--- config.mk ---
export PLATFORM = sky130hd
export DESIGN_NAME = scoreboard_regfile
export DESIGN_NICKNAME = d
export VERILOG_FILES = /design/src/rtl/cpu_pkg.sv /design/src/rtl/scoreboard_busy.sv /design/src/rtl/scoreboard_regfile.sv
export SDC_FILE = /design/constraint.sdc
export NUM_CORES = 2
export LEC_CHECK = 0
export ABC_AREA = 1
export CELL_PAD_IN_SITES_DETAIL_PLACEMENT = 1
export CELL_PAD_IN_SITES_GLOBAL_PLACEMENT = 1
export CORE_MARGIN = 1
export CORE_UTILIZATION = 51
export DETAILED_ROUTE_END_ITERATION = 10
export PLACE_DENSITY = 0.85
export SYNTH_ARGS = -nofsm -noshare
export SYNTH_HDL_FRONTEND = slang
export SYNTH_HIERARCHICAL = 1
export SYNTH_SLANG_ARGS = --single-unit
export TNS_END_PERCENT = 100
--- constraint.sdc ---
create_clock -name clk -period 4.5 [get_ports clk]
set_clock_uncertainty 0.1 [all_clocks]
set_input_delay 0.675 -clock clk [delete_from_list [all_inputs] [get_ports clk]]
set_output_delay 0.675 -clock clk [all_outputs]
set_load 0.1 [all_outputs]
--- src/rtl/cpu_pkg.sv ---
// Shared data-path constants and types for the CPU register file slice.
package cpu_pkg;

    localparam int unsigned DEF_WIDTH      = 32;
    localparam int unsigned DEF_NREGS      = 32;
    localparam int unsigned DEF_CNT_WIDTH  = 16;
    localparam int unsigned DEF_ADDR_WIDTH = $clog2(DEF_NREGS);

    typedef logic [DEF_ADDR_WIDTH-1:0] reg_addr_t;
    typedef logic [DEF_WIDTH-1:0]      word_t;

    localparam reg_addr_t ZERO_ADDR = '0;

    // True when the address names the hard-wired zero register.
    function automatic logic addr_is_zero(input int unsigned addr);
        return addr == 32'(ZERO_ADDR);
    endfunction

endpackage

--- src/rtl/scoreboard_busy.sv ---
// Per-register busy scoreboard: reserve on issue, release on writeback,
// flush-clear, and the RAW/WAW hazard check that produces issue_ready.
module scoreboard_busy
    import cpu_pkg::*;
#(
    parameter int unsigned NREGS      = DEF_NREGS,
    parameter int unsigned ADDR_WIDTH = DEF_ADDR_WIDTH,
    parameter int unsigned ZERO_REG   = 1
) (
    input  logic                  i_clk,
    input  logic                  i_rst,
    input  logic [ADDR_WIDTH-1:0] i_raddr1,
    input  logic [ADDR_WIDTH-1:0] i_raddr2,
    input  logic                  i_fwd1,
    input  logic                  i_fwd2,
    input  logic                  i_issue_valid,
    input  logic                  i_issue_use1,
    input  logic                  i_issue_use2,
    input  logic [ADDR_WIDTH-1:0] i_issue_rd,
    input  logic                  i_wb_alu_en,
    input  logic [ADDR_WIDTH-1:0] i_wb_alu_addr,
    input  logic                  i_wb_mem_en,
    input  logic [ADDR_WIDTH-1:0] i_wb_mem_addr,
    input  logic                  i_flush,
    output logic                  o_full1_c,
    output logic                  o_full2_c,
    output logic                  o_stall_c,
    output logic                  o_issue_ready_c
);

    localparam bit ZR = (ZERO_REG != 0);

    logic [NREGS-1:0] r_busy;
    logic [NREGS-1:0] w_busy_nxt;
    logic             w_full1;
    logic             w_full2;
    logic             w_stall;
    logic             w_fire;

    // Operand validity; forwarding (when present) masks a pending register.
    always_comb begin
        w_full1 = !r_busy[i_raddr1] || i_fwd1;
        w_full2 = !r_busy[i_raddr2] || i_fwd2;
    end

    // WAW term deliberately ignores forwarding: the old reservation must retire.
    always_comb begin
        w_stall = i_issue_valid &&
                  ((i_issue_use1 && !w_full1) ||
                   (i_issue_use2 && !w_full2) ||
                   r_busy[i_issue_rd]);
        w_fire  = i_issue_valid && !w_stall && !i_flush;
    end

    // Clears first, then the reservation, so reserve wins on a same-address collision.
    always_comb begin
        w_busy_nxt = r_busy;
        for (int i = 0; i < int'(NREGS); i++) begin
            if (i_wb_alu_en && (i_wb_alu_addr == ADDR_WIDTH'(i))) begin
                w_busy_nxt[i] = 1'b0;
            end
            if (i_wb_mem_en && (i_wb_mem_addr == ADDR_WIDTH'(i))) begin
                w_busy_nxt[i] = 1'b0;
            end
            if (w_fire && (i_issue_rd == ADDR_WIDTH'(i))) begin
                w_busy_nxt[i] = 1'b1;
            end
        end
        if (i_flush) begin
            w_busy_nxt = '0;
        end
        if (ZR) begin
            w_busy_nxt[0] = 1'b0;
        end
    end

    always_ff @(posedge i_clk) begin
        if (i_rst) begin
            r_busy <= '0;
        end else begin
            r_busy <= w_busy_nxt;
        end
    end

    assign o_full1_c       = w_full1;
    assign o_full2_c       = w_full2;
    assign o_stall_c       = w_stall;
    assign o_issue_ready_c = !w_stall;

endmodule

--- src/rtl/scoreboard_regfile.sv ---
// Register file with busy scoreboard, two writeback ports and a saturating
// stall counter. Define SCOREBOARD_BYPASS_EN to forward writebacks to reads.
module scoreboard_regfile
    import cpu_pkg::*;
#(
    parameter  int unsigned WIDTH      = DEF_WIDTH,
    parameter  int unsigned NREGS      = DEF_NREGS,
    parameter  int unsigned ZERO_REG   = 1,
    parameter  int unsigned CNT_WIDTH  = DEF_CNT_WIDTH,
    localparam int unsigned ADDR_WIDTH = $clog2(NREGS)
) (
    input  logic                  clk,
    input  logic                  rst,
    input  logic [ADDR_WIDTH-1:0] raddr1,
    input  logic [ADDR_WIDTH-1:0] raddr2,
    output logic [WIDTH-1:0]      rdata1,
    output logic [WIDTH-1:0]      rdata2,
    output logic                  is_full_rnum1,
    output logic                  is_full_rnum2,
    input  logic                  issue_valid,
    input  logic                  issue_use1,
    input  logic                  issue_use2,
    input  logic [ADDR_WIDTH-1:0] issue_rd,
    output logic                  issue_ready,
    input  logic                  wb_alu_en,
    input  logic [ADDR_WIDTH-1:0] wb_alu_addr,
    input  logic [WIDTH-1:0]      wb_alu_data,
    input  logic                  wb_mem_en,
    input  logic [ADDR_WIDTH-1:0] wb_mem_addr,
    input  logic [WIDTH-1:0]      wb_mem_data,
    input  logic                  flush,
    output logic [CNT_WIDTH-1:0]  stall_count
);

    localparam bit                   ZR      = (ZERO_REG != 0);
    localparam logic [CNT_WIDTH-1:0] CNT_MAX = '1;

    logic [WIDTH-1:0]     r_regs [NREGS];
    logic [CNT_WIDTH-1:0] r_stall_cnt;

    logic             w_alu_we;
    logic             w_mem_we;
    logic [WIDTH-1:0] w_rdata1;
    logic [WIDTH-1:0] w_rdata2;
    logic             w_fwd1;
    logic             w_fwd2;
    logic             w_full1;
    logic             w_full2;
    logic             w_stall;
    logic             w_issue_ready;

    // Writes to the zero register are dropped at the port.
    always_comb begin
        w_alu_we = wb_alu_en && !(ZR && addr_is_zero(32'(wb_alu_addr)));
        w_mem_we = wb_mem_en && !(ZR && addr_is_zero(32'(wb_mem_addr)));
    end

    // Read muxes; forwarded data (mem before alu) overrides the array.
    always_comb begin
        w_rdata1 = r_regs[raddr1];
        w_rdata2 = r_regs[raddr2];
        w_fwd1   = 1'b0;
        w_fwd2   = 1'b0;
`ifdef SCOREBOARD_BYPASS_EN
        if (w_mem_we && (wb_mem_addr == raddr1)) begin
            w_rdata1 = wb_mem_data;
            w_fwd1   = 1'b1;
        end else if (w_alu_we && (wb_alu_addr == raddr1)) begin
            w_rdata1 = wb_alu_data;
            w_fwd1   = 1'b1;
        end
        if (w_mem_we && (wb_mem_addr == raddr2)) begin
            w_rdata2 = wb_mem_data;
            w_fwd2   = 1'b1;
        end else if (w_alu_we && (wb_alu_addr == raddr2)) begin
            w_rdata2 = wb_alu_data;
            w_fwd2   = 1'b1;
        end
`endif
    end

    scoreboard_busy #(
        .NREGS      (NREGS),
        .ADDR_WIDTH (ADDR_WIDTH),
        .ZERO_REG   (ZERO_REG)
    ) u_busy (
        .i_clk           (clk),
        .i_rst           (rst),
        .i_raddr1        (raddr1),
        .i_raddr2        (raddr2),
        .i_fwd1          (w_fwd1),
        .i_fwd2          (w_fwd2),
        .i_issue_valid   (issue_valid),
        .i_issue_use1    (issue_use1),
        .i_issue_use2    (issue_use2),
        .i_issue_rd      (issue_rd),
        .i_wb_alu_en     (wb_alu_en),
        .i_wb_alu_addr   (wb_alu_addr),
        .i_wb_mem_en     (wb_mem_en),
        .i_wb_mem_addr   (wb_mem_addr),
        .i_flush         (flush),
        .o_full1_c       (w_full1),
        .o_full2_c       (w_full2),
        .o_stall_c       (w_stall),
        .o_issue_ready_c (w_issue_ready)
    );

    // Data array; the later mem assignment wins a same-address collision.
    always_ff @(posedge clk) begin
        if (rst) begin
            for (int i = 0; i < int'(NREGS); i++) begin
                r_regs[i] <= '0;
            end
        end else begin
            if (w_alu_we) begin
                r_regs[wb_alu_addr] <= wb_alu_data;
            end
            if (w_mem_we) begin
                r_regs[wb_mem_addr] <= wb_mem_data;
            end
        end
    end

    always_ff @(posedge clk) begin
        if (rst) begin
            r_stall_cnt <= '0;
        end else if (w_stall && (r_stall_cnt != CNT_MAX)) begin
            r_stall_cnt <= r_stall_cnt + CNT_WIDTH'(1);
        end
    end

    assign rdata1        = w_rdata1;
    assign rdata2        = w_rdata2;
    assign is_full_rnum1 = w_full1;
    assign is_full_rnum2 = w_full2;
    assign issue_ready   = w_issue_ready;
    assign stall_count   = r_stall_cnt;

endmodule

== After elaboration in Yosys (flattened, before gate mapping) ==
Memory sizes are Yosys's and may differ from the RTL's.
Cells that the tools add are included.
W data, S select, Z words.

* Bits in registers: 48
* RAM bits: 1024
* Input port bits: 97
* Output and inout bits: 83
* Word-level logic and storage cells: 390
* Memories kept: 1

* Add/sub/neg operators: 1
* $lt $le $gt $ge: 3
* Eq/ne operators: 94
* Multiplexer cells: 113
* Reduce and logical (&&, ||, !) cells: 145

{| class="wikitable"
|+ Memory list
! name !! words !! width !! rd ports !! clocked after memory_dff !! wr ports !! line !! text
|-
| r_regs || 32 || 32 || 2 || 0 || 32 || scoreboard_regfile.sv:38 || <nowiki>logic [WIDTH-1:0] r_regs [NREGS];</nowiki>
|}

{| class="wikitable"
|+ Operators with widths
! operator !! number
|-
| $eq A5 B5 Y1 const B || 48
|-
| $eq A5 B4 Y1 const B || 24
|-
| $mux W1 || 106
|-
| $logic_and A1 B1 Y1 || 101
|-
| $reduce_bool A3 Y1 || 31
|-
| $mux W32 || 2
|-
| $reduce_or A32 Y1 || 2
|-
| $eq A5 B3 Y1 const B || 12
|-
| $eq A5 B2 Y1 const B || 6
|-
| $lt A5 B6 Y1 const B || 3
|-
| $add A16 B1 Y16 const B || 1
|-
| $ne A16 B16 Y1 const B || 1
|-
| $bmux W1 S5 || 3
|-
| $eq A5 B1 Y1 const B || 3
|-
| $logic_not A5 Y1 || 2
|-
| $mux W5 || 2
|-
| $logic_not A1 Y1 || 6
|-
| $logic_or A1 B1 Y1 || 2
|-
| $reduce_or A2 Y1 || 1
|}

== Logic depth before layout (Yosys ltp) ==
* Depth after elaboration: 11
* Mapped depth: 19
* Mapped depth without buffers: 18

== Modules after synthesis ==
Netlist, hierarchy kept.

{| class="wikitable"
|+ Modules (own cells, without submodules)
! module !! instances !! cells an instance !! area an instance (um2) !! sequential area each (um2)
|-
| scoreboard_regfile || 1 || 8226 || 63024.2 || 31069.8
|-
| scoreboard_busy || 1 || 527 || 2972.9 || 620.6
|}

== Worst setup path after synthesis ==
OpenSTA, ideal clock, no wires.

* Kind: input to register
* From: input port raddr1[0]
* To: register r_stall_cnt[2] (netlist: stall_count[2])
* Library setup time: 0.070 ns
* Arrival time: 5.440 ns
* Required time: 4.330 ns
* Setup slack: -1.110 ns
* Stages on the path: 15
* Buffers on the path: 3
* Cells stage by stage: buf_4 buf_4 nand2_1 nand3_1 nand3_1 nand3_1 nand3b_1 nand3_1 nor2_1 o21ai_0 inv_1 o21ai_0 clkbuf_1 nand2_1 a21oi_1

* Cells in the longest elaborated chain, start to end: 7

{| class="wikitable"
|+ RTL lines
! what !! line !! text
|-
| start: declaration || scoreboard_regfile.sv:14 || <nowiki>input logic [ADDR_WIDTH-1:0] raddr1,</nowiki>
|-
| $bmux W1 S5 || scoreboard_busy.sv:42 || <nowiki>w_full1 = !r_busy[i_raddr1] || i_fwd1;</nowiki>
|-
| $mux W1 (implied by the code) || scoreboard_busy.sv:42 ||
|-
| $logic_and A1 B1 Y1 || scoreboard_busy.sv:49 || <nowiki>((i_issue_use1 && !w_full1) ||</nowiki>
|-
| $logic_or A1 B1 Y1 || scoreboard_busy.sv:49 ||
|-
| $logic_or A1 B1 Y1 || scoreboard_busy.sv:50 || <nowiki>(i_issue_use2 && !w_full2) ||</nowiki>
|-
| $logic_and A1 B1 Y1 || scoreboard_busy.sv:48 || <nowiki>w_stall = i_issue_valid &&</nowiki>
|-
| via w_stall || scoreboard_regfile.sv:49 || <nowiki>logic w_stall;</nowiki>
|-
| $logic_and A1 B1 Y1 || scoreboard_regfile.sv:127 || <nowiki>end else if (w_stall && (r_stall_cnt != CNT_MAX)) begin</nowiki>
|-
| end signal: assignment || scoreboard_regfile.sv:128 || <nowiki>r_stall_cnt <= r_stall_cnt + CNT_WIDTH'(1);</nowiki>
|-
| end: declaration || scoreboard_regfile.sv:39 || <nowiki>logic [CNT_WIDTH-1:0] r_stall_cnt;</nowiki>
|}

The timed path passes the listed nets, and every way through them passes these cells. The select of a mux whose other input is x is not followed.
A chain may end at the register's enable or synchronous reset.

== Worst setup path after layout ==
* From: input port issue_rd[0]
* To: output port issue_ready

* Cells in the longest elaborated chain, start to end: 5

{| class="wikitable"
|+ RTL lines
! what !! line !! text
|-
| start: declaration || scoreboard_regfile.sv:23 || <nowiki>input logic [ADDR_WIDTH-1:0] issue_rd,</nowiki>
|-
| $bmux W1 S5 || scoreboard_busy.sv:51 || <nowiki>r_busy[i_issue_rd]);</nowiki>
|-
| $mux W1 (implied by the code) || scoreboard_busy.sv:51 ||
|-
| $logic_or A1 B1 Y1 || scoreboard_busy.sv:50 ||
|-
| $logic_and A1 B1 Y1 || scoreboard_busy.sv:48 ||
|-
| $logic_not A1 Y1 || scoreboard_busy.sv:88 || <nowiki>assign o_issue_ready_c = !w_stall;</nowiki>
|-
| end: declaration || scoreboard_regfile.sv:24 || <nowiki>output logic issue_ready,</nowiki>
|}

Every way passes these cells. The select of a mux whose other input is x is not followed.

==> results.toml <==
[logic_synthesis]
synth_warnings = 6
syn_area_per_cell_um2 = 7.54
async_reset_ff_frac = 0
yosysMostFrequentCell = "nand2_1"
seq_area_frac_synth = 0.480
synth_commonest_cells = "nand2_1, nand3_1, edfxtp_1, clkbuf_1, o21ai_0"
netlist_area_um2 = 66000
ys.flop_type = "edfxtp_1"
synth.distinct_cells = 37
synth_top_area_frac = 0.466
yosys.area.top_type = "edfxtp_1"
synth_area_leaders = "edfxtp_1, nand2_1, nand3_1, o22ai_1, o21ai_0"
netlist_instances = 8753
yosys_register_bits = 1071
synth-edff-count = 1024

[sta]
worst_slew_pin_slew_ns = 1.31
slew_headroom = 0.126
final_max_slew_viol_count = 0
fin_setup_tns_ns = 0
layout_setup_ws_ns = 0.374
final.min_clock_period_ns = 4.13
rsz0062_at_grt = "no"
setup_violations = 0
hold_violations = 0
fmax_mhz = 242
finalCritPeriodShare = 0.917

[pwr]
combPwrFrac = 0.190
power.density_nw_per_um2 = 360
p_switching_uw = 8470
pwr-share-seq = 0.443
leakage_uw = 0.0288
p_sw_frac = 0.317
p_total_uw = 26700
internal_power_uw = 18300
p_clk_frac = 0.367
ir_worst_vdd_v = 0.000346

[layout]
layout.nets = 8551
layout-drive-gt1-share = 0.0750
syn_to_final_growth_pct = 12.3
final_cells = 10300
final_core_util = 0.579
fill_cells = 15500

[die]
core_um2 = 128000
dieHeight_um = 362
fp.dieW_um = 362
die-area_um2 = 131000
io_pins = 180
placementRows = 131
initial_core_util = 0.516

[critical_path]
cpMaxStageDelayCell = "clkdlybuf4s50_1"
crit_required_ns = 3.72
max_stage_delay_ns = 0.75
crit_path_end_kind = "output port"
arrival_ns = 3.35
worst-r2r-cell-count = 14
cp_common_cell = "nor2_1"
crit_type = "in2out"
cp_cell_sequence = "clkdlybuf4s50_1, nor2_1, inv_2, nor2_1, nor2_1, nand2_1, nand2_1, nand2_1, nor2_1, nor2_1, nor2_2, nand2_2, o21ai_2, buf_12"
startpoint_type = "input pin"
cp_max_fo = 10

[global_routing]
first_global_vias = 75000
use_met1 = 0.602
grt.met2_usage = 0.742
grtUsageTotal = 0.509
antenna_found_initial = 14
grt_overflow = 0
grtUsageMet3 = 0.185
grt_max_degree = 172
grt-busiest-layer = "met2"
grt_pass1_wl_um = 489000

[drt]
vias_per_cell = 7.22
wl_um = 342000
first_pass_iters = 7
vias = 74300
drt-initial-drc-count = 12700
routedWlPerCell_um = 33.2
ant_nets = 0
drc = 0

[placed_design]
post-place-ws_ns = 0.491
port_buffers = 179
hpwl_um = 200000
gp_congestion = 0.945
dp_cells = 10100

[clock_network]
clock-sinks = 1071
cts.clk_slew.worst_paths_ns = 0.06
clockBufferDepth = 3
clock-root-buffer = "clkbuf_16"
numCtsBuffers = 121
clk_latency_ns = 0.74
cts-hold-fix-buffers = 0
cts_tree = "done"
cts_resized = 0
post_cts_buffers = 0
cts_htree_levels = 3

[status]
outcome = "completed"

[worst_hold_path]
hold_class = "reg2reg"
hold_depth = 2

[run]
maxCapViolCount = 0
cell type report:
class	instances	area [µm²]	share of cell area
Clock inverter	67	549	0.00741
Timing Repair Buffer	457	5580	0.0753
Inverter	167	669	0.00903
Clock buffer	158	3220	0.0434
Multi-Input combinational cell	6635	30200	0.408
Sequential cell	1071	31700	0.427
Antenna cell	10	25.0	0.000338
Tap cell	1729	2160	0.0292
cell usage in the layout (no fill, tap or decap), types with 3 or more instances in the layout:
| cell | instances |
|---|---|
| dfxtp_1 | 47 |
| conb_1 | 34 |
| o22ai_1 | 480 |
| nand2_1 | 3072 |
| inv_1 | 152 |
| nand3b_1 | 6 |
| inv_6 | 3 |
| clkdlybuf4s50_1 | 101 |
| nand3_1 | 2154 |
| xor2_1 | 3 |
| nand4_1 | 10 |
| inv_2 | 6 |
| nor2_1 | 143 |
| buf_12 | 149 |
| diode_2 | 10 |
| edfxtp_1 | 1024 |
| bufinv_16 | 8 |
| nor3_4 | 4 |
| clkbuf_16 | 123 |
| xnor2_1 | 3 |
| clkinv_2 | 27 |
| or2_2 | 3 |
| buf_4 | 199 |
| a221o_1 | 20 |
| clkinv_1 | 31 |
| buf_8 | 4 |
| nor2_2 | 3 |
| nand2_2 | 70 |
| clkbuf_1 | 34 |
| a21oi_1 | 51 |
| inv_8 | 4 |
| o21ai_1 | 26 |
| nor2_4 | 17 |
| o21ai_0 | 495 |
| nor3_1 | 21 |
| nand3_2 | 8 |
| o211ai_1 | 4 |
power groups by stage:
stage	Sequential [µW]	Clock, µW	Combinational, µW
2_1_floorplan	11900	0	2810
3_3_place_gp	12000	0	4690
3_5_place_dp	12000	0	4810
4_1_cts	11800	9710	4850
5_1_grt	11900	10100	5210
6_report	11800	9800	5080
logic make-up (layout without fill, tap and decap cells):
kind of cell	Yosys count	in the layout	share of synthesized area
compound gates	1079	1079	0.0927
xor+xnor	6	6	0.000796
fa+ha+maj	1	1	0.000190
buf+inv	1080	849	0.0675
flops	1071	1071	0.480
other cells	1	44	0.0000568
simple gates	5515	5515	0.359
worst max-delay path: cells and delay by family:
| kind | cells | cell delay, ns |
|---|---|---|
| buffers and inverters | 3 | 1.16 |
| AND/OR/NAND/NOR | 10 | 0.87 |
| AO/OA/AOI/OAI | 1 | 0.62 |
flip-flops by register name, summed over array words and instances, names as in the netlist:
name / cells
u_busy/r_busy: 31
stall_count: 16
r_regs: 1024
metrics by stage:
step | hold WS (ns) | area [µm²]
6_report | 0.443 | 74100
3_5_place_dp | 0.431 | 70300
2_1_floorplan | 0.374 | 66100
4_1_cts | 0.439 | 74100
3_3_place_gp | 0.411 | 70300
5_1_grt | 0.464 | 74100
path summary, 6_finish.rpt:
path / startpoint / endpoint / slack, ns
worst max-delay path: issue_rd[0] / issue_ready / 0.37
worst min-delay path: stall_count[7] / stall_count[7] / 0.44
worst max register to register: u_busy/r_busy[4] / stall_count[2] / 1.69
worst min register to register: stall_count[7] / stall_count[7] / 0.44
layer usage:
layer | part of all wire | up-vias
li1 | - | 29600
met1 | 0.33 | 35700
met2 | 0.42 | 6830
met3 | 0.16 | 2138
met4 | 0.095 | 11
met5 | 0.00044 | -
(Power assumes the default switching activity.)
